==> src/rtl/ro_puf_core_if.sv <==
// ro_puf_core_if: challenge/response handshake between the PUF core and its readout logic
interface ro_puf_core_if #(
  parameter int SEL_WIDTH = 4,
  parameter int CNT_WIDTH = 16
);
  logic                 chal_valid;
  logic                 chal_ready;
  logic [SEL_WIDTH-1:0] chal_a;
  logic [SEL_WIDTH-1:0] chal_b;
  logic                 resp_valid;
  logic                 resp_ready;
  logic                 resp_bit;
  logic                 resp_tie;
  logic                 resp_sat;
  logic                 resp_err;
  logic [CNT_WIDTH-1:0] cnt_a;
  logic [CNT_WIDTH-1:0] cnt_b;
  modport master (
    output chal_valid, chal_a, chal_b, resp_ready,
    input  chal_ready, resp_valid, resp_bit, resp_tie, resp_sat, resp_err, cnt_a, cnt_b
  );
  modport slave (
    input  chal_valid, chal_a, chal_b, resp_ready,
    output chal_ready, resp_valid, resp_bit, resp_tie, resp_sat, resp_err, cnt_a, cnt_b
  );
endinterface

==> src/rtl/ro_puf_core.sv <==
// ro_puf_core: ring-oscillator PUF measurement core comparing edge counts of two selected rings
module ro_puf_core #(
  parameter int NUM_RINGS     = 16,
  parameter int SEL_WIDTH     = $clog2(NUM_RINGS),
  parameter int CNT_WIDTH     = 16,
  parameter int SETTLE_CYCLES = 16,
  parameter int WINDOW_CYCLES = 1024
) (
  input  logic                 clk,
  input  logic                 rst_n,
  input  logic                 enable,
  input  logic [NUM_RINGS-1:0] osc_in,
  output logic [NUM_RINGS-1:0] osc_en,
  ro_puf_core_if.slave         bus
);
  localparam int PW = 1 << SEL_WIDTH;
  typedef logic [PW-1:0] pad_t;
  typedef enum logic [2:0] {IDLE, SETTLE, COUNT, COMPARE, DONE} state_t;
  state_t               state, nxt;
  logic                 rdy, ill, accept, legal, tmr_end, rise_a, rise_b;
  logic [SEL_WIDTH-1:0] sa, sb;
  logic [31:0]          tmr;
  logic [CNT_WIDTH-1:0] ca, cb;
  logic [2:0]           sya, syb;
  pad_t                 osc_pad, oh;
  // Padding to a power of two lets out-of-range indices select a harmless zero
  assign osc_pad        = pad_t'(osc_in);
  assign oh             = (pad_t'(1) << bus.chal_a) | (pad_t'(1) << bus.chal_b);
  assign bus.chal_ready = rdy & enable;
  assign bus.resp_valid = state == DONE;
  assign accept         = bus.chal_valid & bus.chal_ready;
  assign legal          = bus.chal_a != bus.chal_b && int'(bus.chal_a) < NUM_RINGS && int'(bus.chal_b) < NUM_RINGS;
  assign tmr_end        = tmr == (state == SETTLE ? SETTLE_CYCLES - 1 : WINDOW_CYCLES - 1);
  assign rise_a         = sya[1] & ~sya[2];
  assign rise_b         = syb[1] & ~syb[2];
  // Next-state logic; illegal challenges pass through COMPARE so the error response lands one cycle after accept
  always_comb begin
    nxt = state;
    unique case (state)
      IDLE:    nxt = accept ? (legal ? SETTLE : COMPARE) : IDLE;
      SETTLE:  nxt = !enable ? IDLE : tmr_end ? COUNT : SETTLE;
      COUNT:   nxt = !enable ? IDLE : tmr_end ? COMPARE : COUNT;
      COMPARE: nxt = enable ? DONE : IDLE;
      DONE:    nxt = bus.resp_ready ? IDLE : DONE;
      default: nxt = IDLE;
    endcase
  end
  // State register; ready follows the first edge that lands in IDLE
  always_ff @(posedge clk or negedge rst_n) begin
    if (!rst_n) begin
      state <= IDLE;
      rdy   <= 1'b0;
    end else begin
      state <= nxt;
      rdy   <= nxt == IDLE;
    end
  end
  // Phase timer, latched challenge and ring enables, which are live only in SETTLE/COUNT
  always_ff @(posedge clk or negedge rst_n) begin
    if (!rst_n) begin
      tmr    <= '0;
      osc_en <= '0;
      sa     <= '0;
      sb     <= '0;
      ill    <= 1'b0;
    end else begin
      tmr    <= nxt == state ? tmr + 1 : '0;
      osc_en <= (nxt == SETTLE || nxt == COUNT) ? (accept ? oh[NUM_RINGS-1:0] : osc_en) : '0;
      if (accept) begin
        sa  <= bus.chal_a;
        sb  <= bus.chal_b;
        ill <= !legal;
      end
    end
  end
  // Two-flop synchronisers plus an edge-history flop for the selected rings
  always_ff @(posedge clk or negedge rst_n) begin
    if (!rst_n) begin
      sya <= '0;
      syb <= '0;
    end else begin
      sya <= {sya[1:0], osc_pad[sa]};
      syb <= {syb[1:0], osc_pad[sb]};
    end
  end
  // Saturating edge counters, cleared while the rings settle
  always_ff @(posedge clk or negedge rst_n) begin
    if (!rst_n) begin
      ca <= '0;
      cb <= '0;
    end else if (state == SETTLE) begin
      ca <= '0;
      cb <= '0;
    end else if (state == COUNT) begin
      if (rise_a && !(&ca)) ca <= ca + 1'b1;
      if (rise_b && !(&cb)) cb <= cb + 1'b1;
    end
  end
  // Response registers, written once per challenge and held through DONE
  always_ff @(posedge clk or negedge rst_n) begin
    if (!rst_n) begin
      bus.resp_bit <= 1'b0;
      bus.resp_tie <= 1'b0;
      bus.resp_sat <= 1'b0;
      bus.resp_err <= 1'b0;
      bus.cnt_a    <= '0;
      bus.cnt_b    <= '0;
    end else if (state == COMPARE && enable) begin
      bus.resp_bit <= !ill && ca > cb;
      bus.resp_tie <= !ill && ca == cb;
      bus.resp_sat <= !ill && ((&ca) || (&cb));
      bus.resp_err <= ill;
      if (!ill) begin
        bus.cnt_a <= ca;
        bus.cnt_b <= cb;
      end
    end
  end
endmodule

==> src/flat_wrapper.sv <==
// flat-port wrapper written by rule: the top's interface ports become plain ports
module ro_puf_core_flat 
#(
  parameter int NUM_RINGS     = 16,
  parameter int SEL_WIDTH     = $clog2(NUM_RINGS),
  parameter int CNT_WIDTH     = 16,
  parameter int SETTLE_CYCLES = 16,
  parameter int WINDOW_CYCLES = 1024
)
  (clk, rst_n, enable, osc_in, osc_en, bus_chal_valid, bus_chal_a, bus_chal_b, bus_resp_ready, bus_chal_ready, bus_resp_valid, bus_resp_bit, bus_resp_tie, bus_resp_sat, bus_resp_err, bus_cnt_a, bus_cnt_b);
  ro_puf_core_if #(.SEL_WIDTH(SEL_WIDTH), .CNT_WIDTH(CNT_WIDTH)) bus_i ();
  input  logic clk;
  input  logic rst_n;
  input  logic enable;
  input  logic [NUM_RINGS-1:0] osc_in;
  output logic [NUM_RINGS-1:0] osc_en;
  input wire logic [$bits(bus_i.chal_valid)-1:0] bus_chal_valid;
  input wire logic [$bits(bus_i.chal_a)-1:0] bus_chal_a;
  input wire logic [$bits(bus_i.chal_b)-1:0] bus_chal_b;
  input wire logic [$bits(bus_i.resp_ready)-1:0] bus_resp_ready;
  output wire logic [$bits(bus_i.chal_ready)-1:0] bus_chal_ready;
  output wire logic [$bits(bus_i.resp_valid)-1:0] bus_resp_valid;
  output wire logic [$bits(bus_i.resp_bit)-1:0] bus_resp_bit;
  output wire logic [$bits(bus_i.resp_tie)-1:0] bus_resp_tie;
  output wire logic [$bits(bus_i.resp_sat)-1:0] bus_resp_sat;
  output wire logic [$bits(bus_i.resp_err)-1:0] bus_resp_err;
  output wire logic [$bits(bus_i.cnt_a)-1:0] bus_cnt_a;
  output wire logic [$bits(bus_i.cnt_b)-1:0] bus_cnt_b;
  assign bus_i.chal_valid = bus_chal_valid;
  assign bus_i.chal_a = bus_chal_a;
  assign bus_i.chal_b = bus_chal_b;
  assign bus_i.resp_ready = bus_resp_ready;
  assign bus_chal_ready = bus_i.chal_ready;
  assign bus_resp_valid = bus_i.resp_valid;
  assign bus_resp_bit = bus_i.resp_bit;
  assign bus_resp_tie = bus_i.resp_tie;
  assign bus_resp_sat = bus_i.resp_sat;
  assign bus_resp_err = bus_i.resp_err;
  assign bus_cnt_a = bus_i.cnt_a;
  assign bus_cnt_b = bus_i.cnt_b;
  ro_puf_core #(.NUM_RINGS(NUM_RINGS), .SEL_WIDTH(SEL_WIDTH), .CNT_WIDTH(CNT_WIDTH), .SETTLE_CYCLES(SETTLE_CYCLES), .WINDOW_CYCLES(WINDOW_CYCLES)) u_core (.clk(clk), .rst_n(rst_n), .enable(enable), .osc_in(osc_in), .osc_en(osc_en), .bus(bus_i));
endmodule
==> config.mk <==
export PLATFORM = sky130hd
export DESIGN_NAME = ro_puf_core_flat
export DESIGN_NICKNAME = d
export VERILOG_FILES = /design/src/rtl/ro_puf_core_if.sv /design/src/rtl/ro_puf_core.sv /design/src/flat_wrapper.sv
export SDC_FILE = /design/constraint.sdc
export NUM_CORES = 1
export LEC_CHECK = 0
export BUFFER_PORTS_ARGS = -buffer_cell sky130_fd_sc_hd__buf_2
export CAP_MARGIN = 20
export CORE_MARGIN = 4
export CORE_UTILIZATION = 45
export CTS_CLUSTER_DIAMETER = 40
export DETAILED_ROUTE_END_ITERATION = 6
export PLACE_DENSITY = 0.74
export SKIP_LAST_GASP = 1
export SYNTH_ARGS = -nofsm -noshare
export SYNTH_HDL_FRONTEND = slang
export SYNTH_SLANG_ARGS = --single-unit
==> constraint.sdc <==
create_clock -name clk -period 3.5 [get_ports clk]
set_input_delay 0.175 -clock clk [delete_from_list [all_inputs] [get_ports clk]]
set_output_delay 0.175 -clock clk [all_outputs]
set_load 0.02 [all_outputs]
After elaboration in Yosys (flattened, before gate mapping)
Index checks and enable logic that the tools add are counted.
{"block": "totals", "ff_bits": 135, "wordCells": 89}
{"block": "op_classes", "n_shift": 2, "order_cmp": 3, "mux": 23, "eq_ne": 11, "add_sub_neg": 3, "bitwise": 8, "reduce_logical": 22}
{"op": "16-bit 2-to-1 mux", "n": 8}
{"op": "16-bit by 1-bit adder with 16-bit output (second input constant)", "n": 2}
{"op": "32-bit by 1-bit adder with 32-bit output (second input constant)", "n": 1}
{"op": "32-bit equality test", "n": 1}
{"op": "32-bit 2-to-1 mux", "n": 1}
{"op": "16-bit AND reduction", "n": 2}
{"op": "1-bit by 4-bit left shift with 16-bit output (first input constant)", "n": 2}
{"op": "16-bit equality test", "n": 1}
{"op": "16-bit greater-than comparator", "n": 1}
{"op": "16-bit bitwise OR", "n": 1}
{"op": "3-bit 2-to-1 mux", "n": 5}
{"op": "3-bit one-hot mux with 5 select lines", "n": 1}
{"op": "4-bit by 5-bit < comparator with 1-bit output (second input constant)", "n": 2}
{"op": "10-bit 2-to-1 mux", "n": 1}
{"op": "3-bit by 2-bit equality test with 1-bit output (second input constant)", "n": 3}
{"op": "1-bit binary-select mux with 4-bit select", "n": 2}
{"op": "3-bit by 1-bit equality test with 1-bit output (second input constant)", "n": 2}
{"op": "1-bit logical AND", "n": 6}
{"op": "3-bit zero test", "n": 2}
{"op": "2-bit AND reduction", "n": 3}
{"op": "2-bit nonzero test", "n": 3}
{"op": "1-bit bitwise AND", "n": 4}
{"op": "1-bit zero test", "n": 4}
{"op": "2-bit 2-to-1 mux", "n": 2}
{"op": "other kinds (7)", "n": 12}

Longest topological paths before layout
Gate-level depths: netlist of run 1.
{"block": "logic_depth", "depth_word": 9, "ltp_mapped": 7, "depth_no_buf": 7}

Least setup slack after synthesis of run 1
Ideal clock, no wire load.
{"block": "synth_timing", "path_kind": "register -> register", "start": "register u_core.state[2]", "end": "register u_core.bus.cnt_a[15]", "period_less_slack_ns": 1.872, "path_slack_ns": 1.628, "stages_incl_launch_ff": 6, "arrival_ns": 1.747, "n_path_buf": 2, "setup_time_ns": 0.125, "t_required_ns": 3.375, "path_cell_list": "dfrtp_1 buf_2 nand4b_1 nor2_2 buf_2 mux2_2"}
{"block": "synth_between", "elab_chain_cells": 3}
{"element": "start: declaration", "line": "ro_puf_core.sv:19", "source": "state_t state, nxt;"}
{"element": "start signal: assignment", "line": "ro_puf_core.sv:54", "source": "state <= nxt;"}
{"element": "3-bit by 2-bit equality test with 1-bit output", "line": "ro_puf_core.sv:108", "source": "end else if (state == COMPARE && enable) begin"}
{"element": "1-bit logical AND", "line": "ro_puf_core.sv:108"}
{"element": "2-bit AND reduction (no line)"}
{"element": "end signal: assignment", "line": "ro_puf_core.sv:106", "source": "bus.cnt_a <= '0;"}
{"element": "end signal: assignment", "line": "ro_puf_core.sv:114", "source": "bus.cnt_a <= ca;"}
{"element": "end: declaration", "line": "ro_puf_core_if.sv:24", "source": "output chal_ready, resp_valid, resp_bit, resp_tie, resp_sat, resp_err, cnt_a, cnt_b"}
No other way between the ends.
A chain may end at the register's enable or synchronous reset.

Final worst setup path of run 1
{"block": "layout_timing", "start": "register u_core.state[0]", "end": "register u_core.tmr[28]"}
{"block": "layout_between", "elab_chain_cells": 8, "elab_cells_between_ends": 14, "classes_between": "eq/ne: 6; mux: 7; reduce/logical: 1"}
{"element": "3-bit by 1-bit equality test with 1-bit output", "line": "ro_puf_core.sv:33, ro_puf_core.sv:39"}
{"element": "10-bit 2-to-1 mux", "line": "ro_puf_core.sv:33", "source": "assign tmr_end = tmr == (state == SETTLE ? SETTLE_CYCLES - 1 : WINDOW_CYCLES - 1);"}
{"element": "32-bit equality test", "line": "ro_puf_core.sv:33"}
{"element": "1-bit 2-to-1 mux / 2-bit 2-to-1 mux (equally long branches)", "line": "ro_puf_core.sv:42, ro_puf_core.sv:41"}
{"element": "3-bit 2-to-1 mux (on tied branches)", "line": "ro_puf_core.sv:42, ro_puf_core.sv:41"}
{"element": "3-bit one-hot mux with 5 select lines", "line": "ro_puf_core.sv:39", "source": "unique case (state)"}
{"element": "3-bit equality test *", "line": "ro_puf_core.sv:67", "source": "tmr <= nxt == state ? tmr + 1 : '0;"}
{"element": "32-bit 2-to-1 mux *", "line": "ro_puf_core.sv:67"}
{"element": "end signal: assignment", "line": "ro_puf_core.sv:67"}
{"element": "end: declaration", "line": "ro_puf_core.sv:22", "source": "logic [31:0] tmr;"}
Mark *: on every way between the ends. The rest lies on a longest branch, timed or not.

==> reports/metrics.csv, run 1 <==
stage,metric,value,unit
outcome,status,completed,
finish,drive_above_1_share,0.249,
cts,root_buffer,clkbuf_16,
power_and_ir_drop,power_density,466,mW/mm²
timing,maxSlewViolCount,0,
cts,postCtsSetupBuffers,0,
finish,nets,793,
timing,tns,0,ns
route,wl_per_cell,16.0,µm
timing,fin_crit_sh,0.659,
yosys,synth_warnings,0,
cts,cts_tree,built,
cts,clkTransAtPathRegs,0.07,ns
timing,worst_pin_slew,0.835,ns
grt,grtUsageTotal,0.183,
yosys,syn-num-nets,710,
cts,hold_buffers,2,
worst_setup_path,slowest_stage,dfrtp_1,
route,ant_nets,0,
worst_setup_path,path_max_fanout,22,
worst_setup_path,critPathRequiredTime,3.80,ns
cts,ctsResizeCount,0,
power_and_ir_drop,combPwrFrac,0.086,
yosys,synth_top_area_cell,dfrtp_1,
yosys,syn_inst,662,
timing,timing.final.ws_setup,1.20,ns
power_and_ir_drop,p_leak,3.81,nW
placed_design,dp_hpwl,10.6,mm
yosys,synth_area,0.00707,mm²
power_and_ir_drop,clkPwrFrac,0.473,
hold_path,hold_depth,2,
worst_setup_path,worst-path-stages,7,
floorplanning,std_cell_rows,45,
grt,grt_pass1_vias,5207,
worst_setup_path,start_kind,flip-flop,
timing,clock_skew,0.0111,ns
yosys,synth_top_cell_area_share,0.478,
placed_design,gp_congestion,0.824,
worst_setup_path,max_stage_delay,0.51,ns
grt,grt_antenna_before_repair,1,
route,drt-total-wl,15.5,mm
placed_design,pre_cts_slack,1.01,ns
timing,grt_setup_unrepaired,false,
cts,worstSkewPairLatency,0.42,ns
grt,grt_pass1_wl,26.2,mm
timing,slew_headroom,0.443,
power_and_ir_drop,peakVddDrop,0.000365,V
route,via_per_inst,5.52,
yosys,synth_edf_count,0,
route,vias,5349,
yosys,async_flop_share,1.00,
power_and_ir_drop,p_switching,0.000947,W
finish,syn_to_final_growth,17.3,%
floorplanning,die-area,0.0178,mm²
finish,final_util,0.542,
finish,num_antenna_cells,0,
worst_setup_path,crit_family,simple AND/OR/NAND/NOR gates,
grt,grt-ovfl-total,0,
worst_setup_path,reg2reg_depth,7,
route,firstDrtPassIters,5,
cts,numCtsBuffers,17,
route,drc,0,
floorplanning,start_util,0.462,
worst_setup_path,crit_chain,"nor3b_2, or3_4, a211oi_4, o2bb2ai_2, buf_8, buf_4, nor2_1",
cts,h-tree-depth,4,
yosys,synthTopCellsByArea,"dfrtp_1 (48%), mux2_2 (6.5%), nor2_1 (4.0%)",
timing,fmax,0.434,GHz
worst_setup_path,path_buf_inv,2,
power_and_ir_drop,pwr-share-seq,0.441,
grt,grt_start_max_net_pins,93,
power_and_ir_drop,switching_share,0.245,
placed_design,port-buffer-count,82,
timing,setup_viol,0,
route,drt_iter0_markers,381,
worst_setup_path,crit_type,reg2reg,
yosys,yosysUniqueCellTypes,64,
run,cap_violations,0,
yosys,ys_ff_latch,135,
floorplanning,io_pins,83,
timing,fin_crit,2.30,ns
timing,hold_ws,0.117,ns
power_and_ir_drop,intPower,0.00291,W
cts,clock-sinks,135,
timing,hold_viol_final,0,
floorplanning,core,0.0153,mm²
floorplanning,die_height,133,µm
hold_path,min_path_type,in2reg,
yosys,ys_seq_area_frac,0.478,
cts,clockBufferDepth,2,
worst_setup_path,worstSetupEndpointType,flip-flop,
yosys,syn_area_per_cell,10.7,µm²
floorplanning,die_x,133,µm
worst_setup_path,critPathArrivalTime,2.61,ns
yosys,synthFlopType,dfrtp_1,
-- routing by layer --
| metal | wire (µm) | global-route usage | vias up |
|---|---|---|---|
| met2 | 7600 | 0.298 | 120 |
| met1 | 6930 | 0.235 | 2624 |
| met4 | 330 | 0.0669 | 2 |
| met5 | 12 | 0 | - |
| li1 | - | - | 2574 |
| met3 | 655 | 0.0476 | 29 |
-- sequential cells by signal, summed over array words and instances, names as in the netlist, 3 cells and up --
name / flops
u_core.osc_en: 16
u_core.state: 3
u_core.tmr: 32
u_core.bus.cnt_b: 16
u_core.cb: 16
u_core.ca: 16
u_core.bus.cnt_a: 16
u_core.sa: 4
u_core.sb: 4
u_core.sya: 3
u_core.syb: 3
-- Yosys cell counts (19+ instances only) --
| library cell | count |
|---|---|
| nand4_1 | 25 |
| nand3_1 | 29 |
| dfrtp_1 | 135 |
| nor2_1 | 76 |
| inv_1 | 24 |
| ha_1 | 19 |
| nor3_1 | 25 |
| xnor2_1 | 26 |
| xor2_1 | 31 |
| a21oi_1 | 19 |
| nand2_1 | 34 |
| mux2_2 | 41 |
-- final timing paths --
kind | start | end | slack (ns)
setup / recovery | u_core.state[0] | u_core.tmr[28] | 1.20
hold / removal | bus_chal_a[0] | u_core.sa[0] | 0.12
setup reg to reg | u_core.state[0] | u_core.tmr[28] | 1.20
hold reg to reg | u_core.sya[0] | u_core.sya[1] | 0.35
max in group asynchronous | rst_n | u_core.tmr[24] | 2.26
min in group asynchronous | rst_n | u_core.bus.cnt_b[8] | 0.41
-- worst reg2reg max path, delay by kind of cell, from the launching register on --
kind            cells  cell delay [ns]
buf+inv             2             0.41
flops               1             0.51
simple gates        3             0.71
compound gates      2             0.56
-- layout by cell type, fill, tap and decap left out, drive strengths merged, types with 3 or more instances in the layout --
cell / n
a21oi: 19
nor4: 19
xor2: 31
buf: 92
and2: 4
o21ai: 14
or3: 6
and4: 10
nand4: 25
mux2i: 10
nor3b: 5
mux4: 10
nand2: 34
nand3: 30
a221oi: 3
clkbuf: 18
dfrtp: 135
o22ai: 6
and3: 7
o21a: 4
o31ai: 4
nand2b: 11
mux2: 41
bufinv: 3
ha: 19
o211ai: 4
inv: 27
nor3: 25
clkinvlp: 6
nor2: 77
xnor2: 26
-- final cells by class --
cell class	instances	area, µm²
clock buffer	18	429
clock inverter	14	175
fill	1373	7020
inverter	24	90.1
multi-input combinational	473	3440
sequential	135	3380
tap	211	264
timing repair buffer	94	519
-- through the flow --
| stage | total power [W] | instance area [µm²] | std cells |
|---|---|---|---|
| final | 0.00386 | 8290 | 969 |
| after global routing | 0.00403 | 8290 | 969 |
| after CTS | 0.00390 | 8280 | 968 |
| after detailed placement | 0.00206 | 7650 | 934 |
| after global placement | 0.00205 | 7650 | 934 |
| after floorplan | 0.00196 | 7070 | 662 |
-- power groups by stage --
| stage | clock network, W | registers, W | logic [W] |
|---|---|---|---|
| 6_report | 0.00182 | 0.00170 | 0.000334 |
| 4_1_cts | 0.00187 | 0.00170 | 0.000334 |
| 3_5_place_dp | 0 | 0.00173 | 0.000330 |
| 3_3_place_gp | 0 | 0.00173 | 0.000324 |
| 5_1_grt | 0.00194 | 0.00172 | 0.000376 |
| 2_1_floorplan | 0 | 0.00171 | 0.000242 |
-- logic make-up after synthesis --
logic type                 count (synthesis)  share of synthesized area
AOI/OAI and AO/OA                         71                     0.0695
buffers and inverters                     54                     0.0361
DFF                                      135                      0.478
muxes                                     61                      0.111
xor gates and xnor gates                  57                     0.0706
and+or+nand+nor                          265                      0.201
adders and majority gates                 19                     0.0336
Power figures use the tool's default switching activity.
==> inputs of run 2 (changes only) <==
Settings changed: PLACE_DENSITY 0.74 to 0.77.
Clock period 3.5 ns to 1.9 ns, I/O delays scaled along.
==> reports/metrics.csv, run 2 (synthesis results as in run 1) <==
stage,metric,value,unit,change
route,vias,5741,,was 5349
route,drc,0,,unchanged
power_and_ir_drop,p_leak,4.23,nW,was 3.81 nW
cts,clockBufferDepth,2,,unchanged
timing,timing.final.ws_setup,-0.0651,ns,was 1.20 ns
hold_path,hold_depth,2,,unchanged
worst_setup_path,reg2reg_depth,8,,was 7
timing,slew_headroom,0.673,,was 0.443
timing,fin_crit_sh,1.03,,was 0.659
worst_setup_path,setup.worst_path.start,u_core.tmr[25],,was u_core.state[0]
power_and_ir_drop,peakVddDrop,0.000601,V,was 0.000365 V
run,cap_violations,0,,unchanged
hold_path,min_path_type,in2reg,,unchanged
grt,grt_pass1_wl,27.8,mm,was 26.2 mm
power_and_ir_drop,p_switching,0.00177,W,was 0.000947 W
floorplanning,std_cell_rows,45,,unchanged
power_and_ir_drop,power.total,0.00756,W,was 0.00386 W
grt,grtUsageTotal,0.195,,was 0.183
floorplanning,die_x,133,µm,unchanged
floorplanning,io_pins,83,,unchanged
route,wl_per_cell,16.8,µm,was 16.0 µm
outcome,failed_checks,negative setup slack,,
cts,numCtsBuffers,17,,unchanged
route,via_per_inst,5.55,,was 5.52
power_and_ir_drop,switching_share,0.234,,was 0.245
finish,num-fill-cells,1237,,was 1373
finish,nets,858,,was 793
timing,hold_viol_final,0,,unchanged
outcome,status,"complete, but fails checks",,was completed
timing,maxSlewViolCount,0,,unchanged
power_and_ir_drop,intPower,0.00579,W,was 0.00291 W
finish,mostFrequentLayoutCells,"dfrtp_1 (130), buf_2 (81), buf_4 (66), nor2_1 (52), mux2_2 (41)",,"was dfrtp_1 (135), buf_2 (81), nor2_1 (76), mux2_2 (41), nand2_1 (34)"
timing,setup_viol,32,,was 0
route,drt_iter0_markers,378,,was 381
timing,worst_pin_slew,0.487,ns,was 0.835 ns
route,wl_met3,874,µm,was 655 µm
cts,cts_tree,built,,unchanged
timing,grt_setup_unrepaired,true,,was false
floorplanning,die-area,0.0178,mm²,unchanged
finish,final_util,0.602,,was 0.542
placed_design,dp_hpwl,11.5,mm,was 10.6 mm
power_and_ir_drop,power_density,820,mW/mm²,was 466 mW/mm²
floorplanning,core,0.0153,mm²,unchanged
timing,hold_ws,0.0180,ns,was 0.117 ns
finish,regArea,0.00338,mm²,about the same
placed_design,port-buffer-count,82,,unchanged
power_and_ir_drop,combPwrFrac,0.104,,was 0.086
cts,h-tree-depth,4,,unchanged
placed_design,gp_congestion,0.840,,was 0.824
placed_design,pre_cts_slack,-0.0596,ns,was 1.01 ns
finish,top_register,u_core.tmr,,unchanged
cts,clock-sinks,135,,unchanged
worst_setup_path,path_max_fanout,8,,was 22
hold_path,min_to,u_core.sa[2],,was u_core.sa[0]
grt,grt_pass1_vias,5611,,was 5207
cts,clkTransAtPathRegs,0.06,ns,was 0.07 ns
power_and_ir_drop,pwr-share-seq,0.415,,was 0.441
timing,fmax,0.509,GHz,was 0.434 GHz
worst_setup_path,start_kind,flip-flop,,unchanged
finish,syn_to_final_growth,30.3,%,was 17.3%
worst_setup_path,r2r_end,u_core.tmr[4],,was u_core.tmr[28]
cts,root_buffer,clkbuf_16,,unchanged
route,highest_layer,met4,,was met5
hold_path,worstHoldStart,bus_chal_a[2],,was bus_chal_a[0]
worst_setup_path,critPathArrivalTime,2.28,ns,was 2.61 ns
worst_setup_path,r2r_slack,-0.07,ns,was 1.20 ns
finish,largest_register_ffs,32,,unchanged
route,ant_nets,0,,unchanged
route,firstDrtPassIters,5,,unchanged
route,met2_length,8.74,mm,was 7.60 mm
grt,grt_antenna_before_repair,0,,was 1
floorplanning,die_height,133,µm,unchanged
cts,worstSkewPairLatency,0.43,ns,was 0.42 ns
grt,grt-ovfl-total,0,,unchanged
route,drt-total-wl,17.3,mm,was 15.5 mm
worst_setup_path,crit_type,reg2reg,,unchanged
timing,clock_skew,0.0107,ns,was 0.0111 ns
worst_setup_path,worstSetupEndpointType,flip-flop,,unchanged
finish,drive_above_1_share,0.367,,was 0.249
finish,final_common_cell,dfrtp_1,,unchanged
finish,num_antenna_cells,0,,unchanged
worst_setup_path,critPathRequiredTime,2.21,ns,was 3.80 ns
power_and_ir_drop,clkPwrFrac,0.481,,was 0.473
finish,multi_input_area,0.00372,mm²,was 0.00344 mm²
worst_setup_path,crit-reg2reg-launch,u_core.tmr[25],,was u_core.state[0]
route,wl_met1,7.28,mm,was 6.93 mm
floorplanning,start_util,0.462,,unchanged
grt,grt_start_max_net_pins,46,,was 93
timing,fin_crit,1.97,ns,was 2.30 ns
## run 2: cell count changes in the layout (fill, tap and decap cells not counted), moves of 6 or more
cell,delta
nor4_1,-7
buf_4,+57
nor2_2,+10
nor2_4,+14
nor2_1,-24
clkbuf_8,+6
## run 2: per-layer routing
layer,vias up,GRT usage
met3,44,0.0582
met1,2843,0.245
met5,-,0
met4,0,0.0754
met2,167,0.320
li1,2687,-
## run 2: worst max-delay path, cell delays in order (launching register included)
cell and delay [ns]:
dfrtp_1 0.38, nor4_2 0.34, buf_4 0.18, nand3_2 0.09, a211oi_4 0.23, buf_4 0.16
o2bb2ai_4 0.18, clkbuf_16 0.23, nor2_1 0.05
## run 2: how the worst max path moves through the flow
stage	endpoint	slack, ns	cells past startpoint
2_1_floorplan	u_core.bus.cnt_a[15]	0.03	5
3_3_place_gp	u_core.cb[14]	-0.005	5
3_5_place_dp	u_core.cb[14]	-0.06	5
4_1_cts	u_core.bus.resp_bit	0.006	5
5_1_grt	u_core.tmr[5]	-0.12	8
6_report	u_core.tmr[4]	-0.07	8
## run 2: area by class of cell
cell class,count,share of cell area
clock buffers,25,0.0559
flip-flops and latches,135,0.367
clock inverters,7,0.0149
well taps,211,0.0286
repair buffers,159,0.120
multi-input cells,473,0.404
inverters,24,0.00978
## run 2: per-stage QoR
| stage | cell area (µm²) | setup TNS (ns) | cells |
|---|---|---|---|
| after floorplan | 7070 | 0 | 662 |
| after global placement | 8140 | -0.00471 | 989 |
| after detailed placement | 8140 | -0.970 | 989 |
| after CTS | 8880 | 0 | 1026 |
| after global routing | 9220 | -2.86 | 1034 |
| final | 9220 | -1.25 | 1034 |
## run 2: repair_timing
action                                  CTS  global route
endpoints found under the hold margin   118             0
hold buffers                              3             0
endpoints found under the setup margin   34            61
resized for setup                         5            66
setup buffers                             1             6
pin swaps                                 1            29
gates cloned                              1             2
## run 2: power groups by stage
stage                     combinational (W)  sequential, W  clock (W)
final                              0.000790        0.00313    0.00363
after CTS                          0.000690        0.00313    0.00367
after detailed placement           0.000651        0.00318          0
after global placement             0.000640        0.00318          0
after global routing               0.000863        0.00316    0.00381
after floorplan                    0.000446        0.00316          0
==> inputs of run 3 (changes only) <==
Settings changed: SKIP_CTS_REPAIR_TIMING from default to 1.
==> reports/metrics.csv, run 3 (synthesis results as in run 1) <==
stage,metric,value,unit,change
outcome,status,"complete, but fails checks",,unchanged
outcome,failed_checks,"negative hold slack, negative setup slack",,was negative setup slack
timing,worst_pin_slew,0.479,ns,was 0.487 ns
floorplanning,die_height,133,µm,unchanged
grt,grt_antenna_before_repair,0,,unchanged
power_and_ir_drop,p_leak,4.20,nW,was 4.23 nW
cts,clkTransAtPathRegs,0.06,ns,about the same
route,via_per_inst,5.55,,about the same
route,wl_met3,871,µm,was 874 µm
power_and_ir_drop,clkPwrFrac,0.487,,was 0.481
floorplanning,start_util,0.462,,unchanged
timing,fin_crit_sh,1.01,,was 1.03
floorplanning,std_cell_rows,45,,unchanged
hold_path,min_path_type,in2reg,,unchanged
route,drt_iter0_markers,407,,was 378
worst_setup_path,worstSetupEndpointType,flip-flop,,unchanged
grt,grt_pass1_vias,5554,,was 5611
route,wl_per_cell,16.4,µm,was 16.8 µm
timing,slew_headroom,0.678,,was 0.673
timing,tns,-0.159,ns,was -1.25 ns
route,firstDrtPassIters,5,,unchanged
finish,top_register,u_core.tmr,,unchanged
timing,grt_setup_unrepaired,true,,unchanged
finish,num_antenna_cells,0,,unchanged
grt,grt-ovfl-total,0,,unchanged
power_and_ir_drop,p_switching,0.00171,W,was 0.00177 W
finish,num-fill-cells,1266,,was 1237
floorplanning,die-area,0.0178,mm²,unchanged
timing,fin_crit,1.92,ns,was 1.97 ns
power_and_ir_drop,power_density,829,mW/mm²,was 820 mW/mm²
floorplanning,die_x,133,µm,unchanged
power_and_ir_drop,peakVddDrop,0.000597,V,was 0.000601 V
placed_design,dp.cells,989,,unchanged
cts,clockBufferDepth,2,,unchanged
route,highest_layer,met4,,unchanged
placed_design,pre_cts_slack,-0.0596,ns,unchanged
cts,clock-sinks,135,,unchanged
placed_design,gp_congestion,0.840,,unchanged
power_and_ir_drop,combPwrFrac,0.093,,was 0.104
timing,hold_ws,-0.00163,ns,was 0.0180 ns
floorplanning,core,0.0153,mm²,unchanged
worst_setup_path,crit_type,reg2reg,,unchanged
timing,setup_viol,15,,was 32
finish,finalNonFillerCells,1028,,was 1034
finish,final_common_cell,dfrtp_1,,unchanged
run,cap_violations,0,,unchanged
finish,syn_to_final_growth,27.1,%,was 30.3%
placed_design,port-buffer-count,82,,unchanged
finish,nets,852,,was 858
finish,drive_above_1_share,0.328,,was 0.367
cts,worstSkewPairLatency,0.43,ns,about the same
route,drc,0,,unchanged
cts,root_buffer,clkbuf_16,,unchanged
route,met2_length,8.40,mm,was 8.74 mm
worst_setup_path,path_max_fanout,16,,was 8
power_and_ir_drop,intPower,0.00575,W,was 0.00579 W
timing,maxSlewViolCount,0,,unchanged
power_and_ir_drop,power.total,0.00746,W,was 0.00756 W
power_and_ir_drop,switching_share,0.230,,was 0.234
worst_setup_path,start_kind,flip-flop,,unchanged
route,drt-total-wl,16.9,mm,was 17.3 mm
timing,clock_skew,0.00691,ns,was 0.0107 ns
finish,mostFrequentLayoutCells,"dfrtp_1 (131), buf_2 (81), nor2_1 (76), buf_4 (63), mux2_2 (41)",,"was dfrtp_1 (130), buf_2 (81), buf_4 (66), nor2_1 (52), mux2_2 (41)"
cts,h-tree-depth,4,,unchanged
grt,grtUsageTotal,0.194,,was 0.195
cts,cts_tree,built,,unchanged
timing,hold_viol_final,1,,was 0
placed_design,dp_hpwl,11.5,mm,unchanged
timing,fmax,0.520,GHz,was 0.509 GHz
grt,grt_pass1_wl,27.6,mm,was 27.8 mm
route,vias,5706,,was 5741
power_and_ir_drop,pwr-share-seq,0.421,,was 0.415
worst_setup_path,critPathArrivalTime,2.23,ns,was 2.28 ns
finish,largest_register_ffs,32,,unchanged
grt,grt_start_max_net_pins,46,,unchanged
timing,timing.final.ws_setup,-0.0218,ns,was -0.0651 ns
floorplanning,io_pins,83,,unchanged
route,wl_met1,7.17,mm,was 7.28 mm
route,ant_nets,0,,unchanged
worst_setup_path,critPathRequiredTime,2.21,ns,about the same
cts,numCtsBuffers,17,,unchanged
[run 3: final timing paths]
path	startpoint	endpoint	slack [ns]	depth (start not counted)
min in group asynchronous	rst_n	u_core.bus.cnt_b[8]	0.18	2
worst max-delay path	u_core.state[0]	u_core.tmr[23]	-0.02	6
worst max register to register	u_core.state[0]	u_core.tmr[23]	-0.02	6
max in group asynchronous	rst_n	u_core.osc_en[4]	1.09	3
worst min-delay path	bus_chal_a[3]	u_core.sa[3]	-0.002	2
worst min register to register	u_core.syb[0]	u_core.syb[1]	0.35	0
[run 3: metal layers]
layer	track usage	vias up
li1	-	2676
met1	0.245	2840
met2	0.314	154
met3	0.0597	36
met4	0.0749	0
met5	0	-
[run 3: layout make-up]
| class | instances | area [µm²] | area share |
|---|---|---|---|
| sequential | 135 | 3380 | 0.376 |
| clock buffer | 25 | 515 | 0.0573 |
| timing repair buffer | 153 | 1030 | 0.115 |
| multi-input combinational | 473 | 3560 | 0.397 |
| tap | 211 | 264 | 0.0294 |
| inverter | 24 | 90.1 | 0.0100 |
| clock inverter | 7 | 138 | 0.0153 |
[run 3: worst max-delay path: stages (launching register included)]
cell       delay, ns
dfrtp_2         0.44
nor3b_4         0.17
or3_4           0.40
a211oi_4        0.35
o2bb2ai_4       0.19
clkbuf_16       0.21
nor2_1          0.05
[run 3: stage by stage]
stage                     utilization  cell area (µm²)
after floorplan                     -             7070
after global placement          0.532             8140
after detailed placement        0.532             8140
after CTS                       0.574             8790
after global routing            0.587             8990
final                           0.587             8990
[run 3: power groups by stage]
| stage | Combinational (W) | Sequential, W | Clock [W] |
|---|---|---|---|
| global route | 0.000762 | 0.00316 | 0.00380 |
| finish | 0.000690 | 0.00314 | 0.00363 |
| CTS | 0.000659 | 0.00313 | 0.00367 |
| detailed placement | 0.000651 | 0.00318 | 0 |
| global placement | 0.000640 | 0.00318 | 0 |
| floorplan | 0.000446 | 0.00316 | 0 |
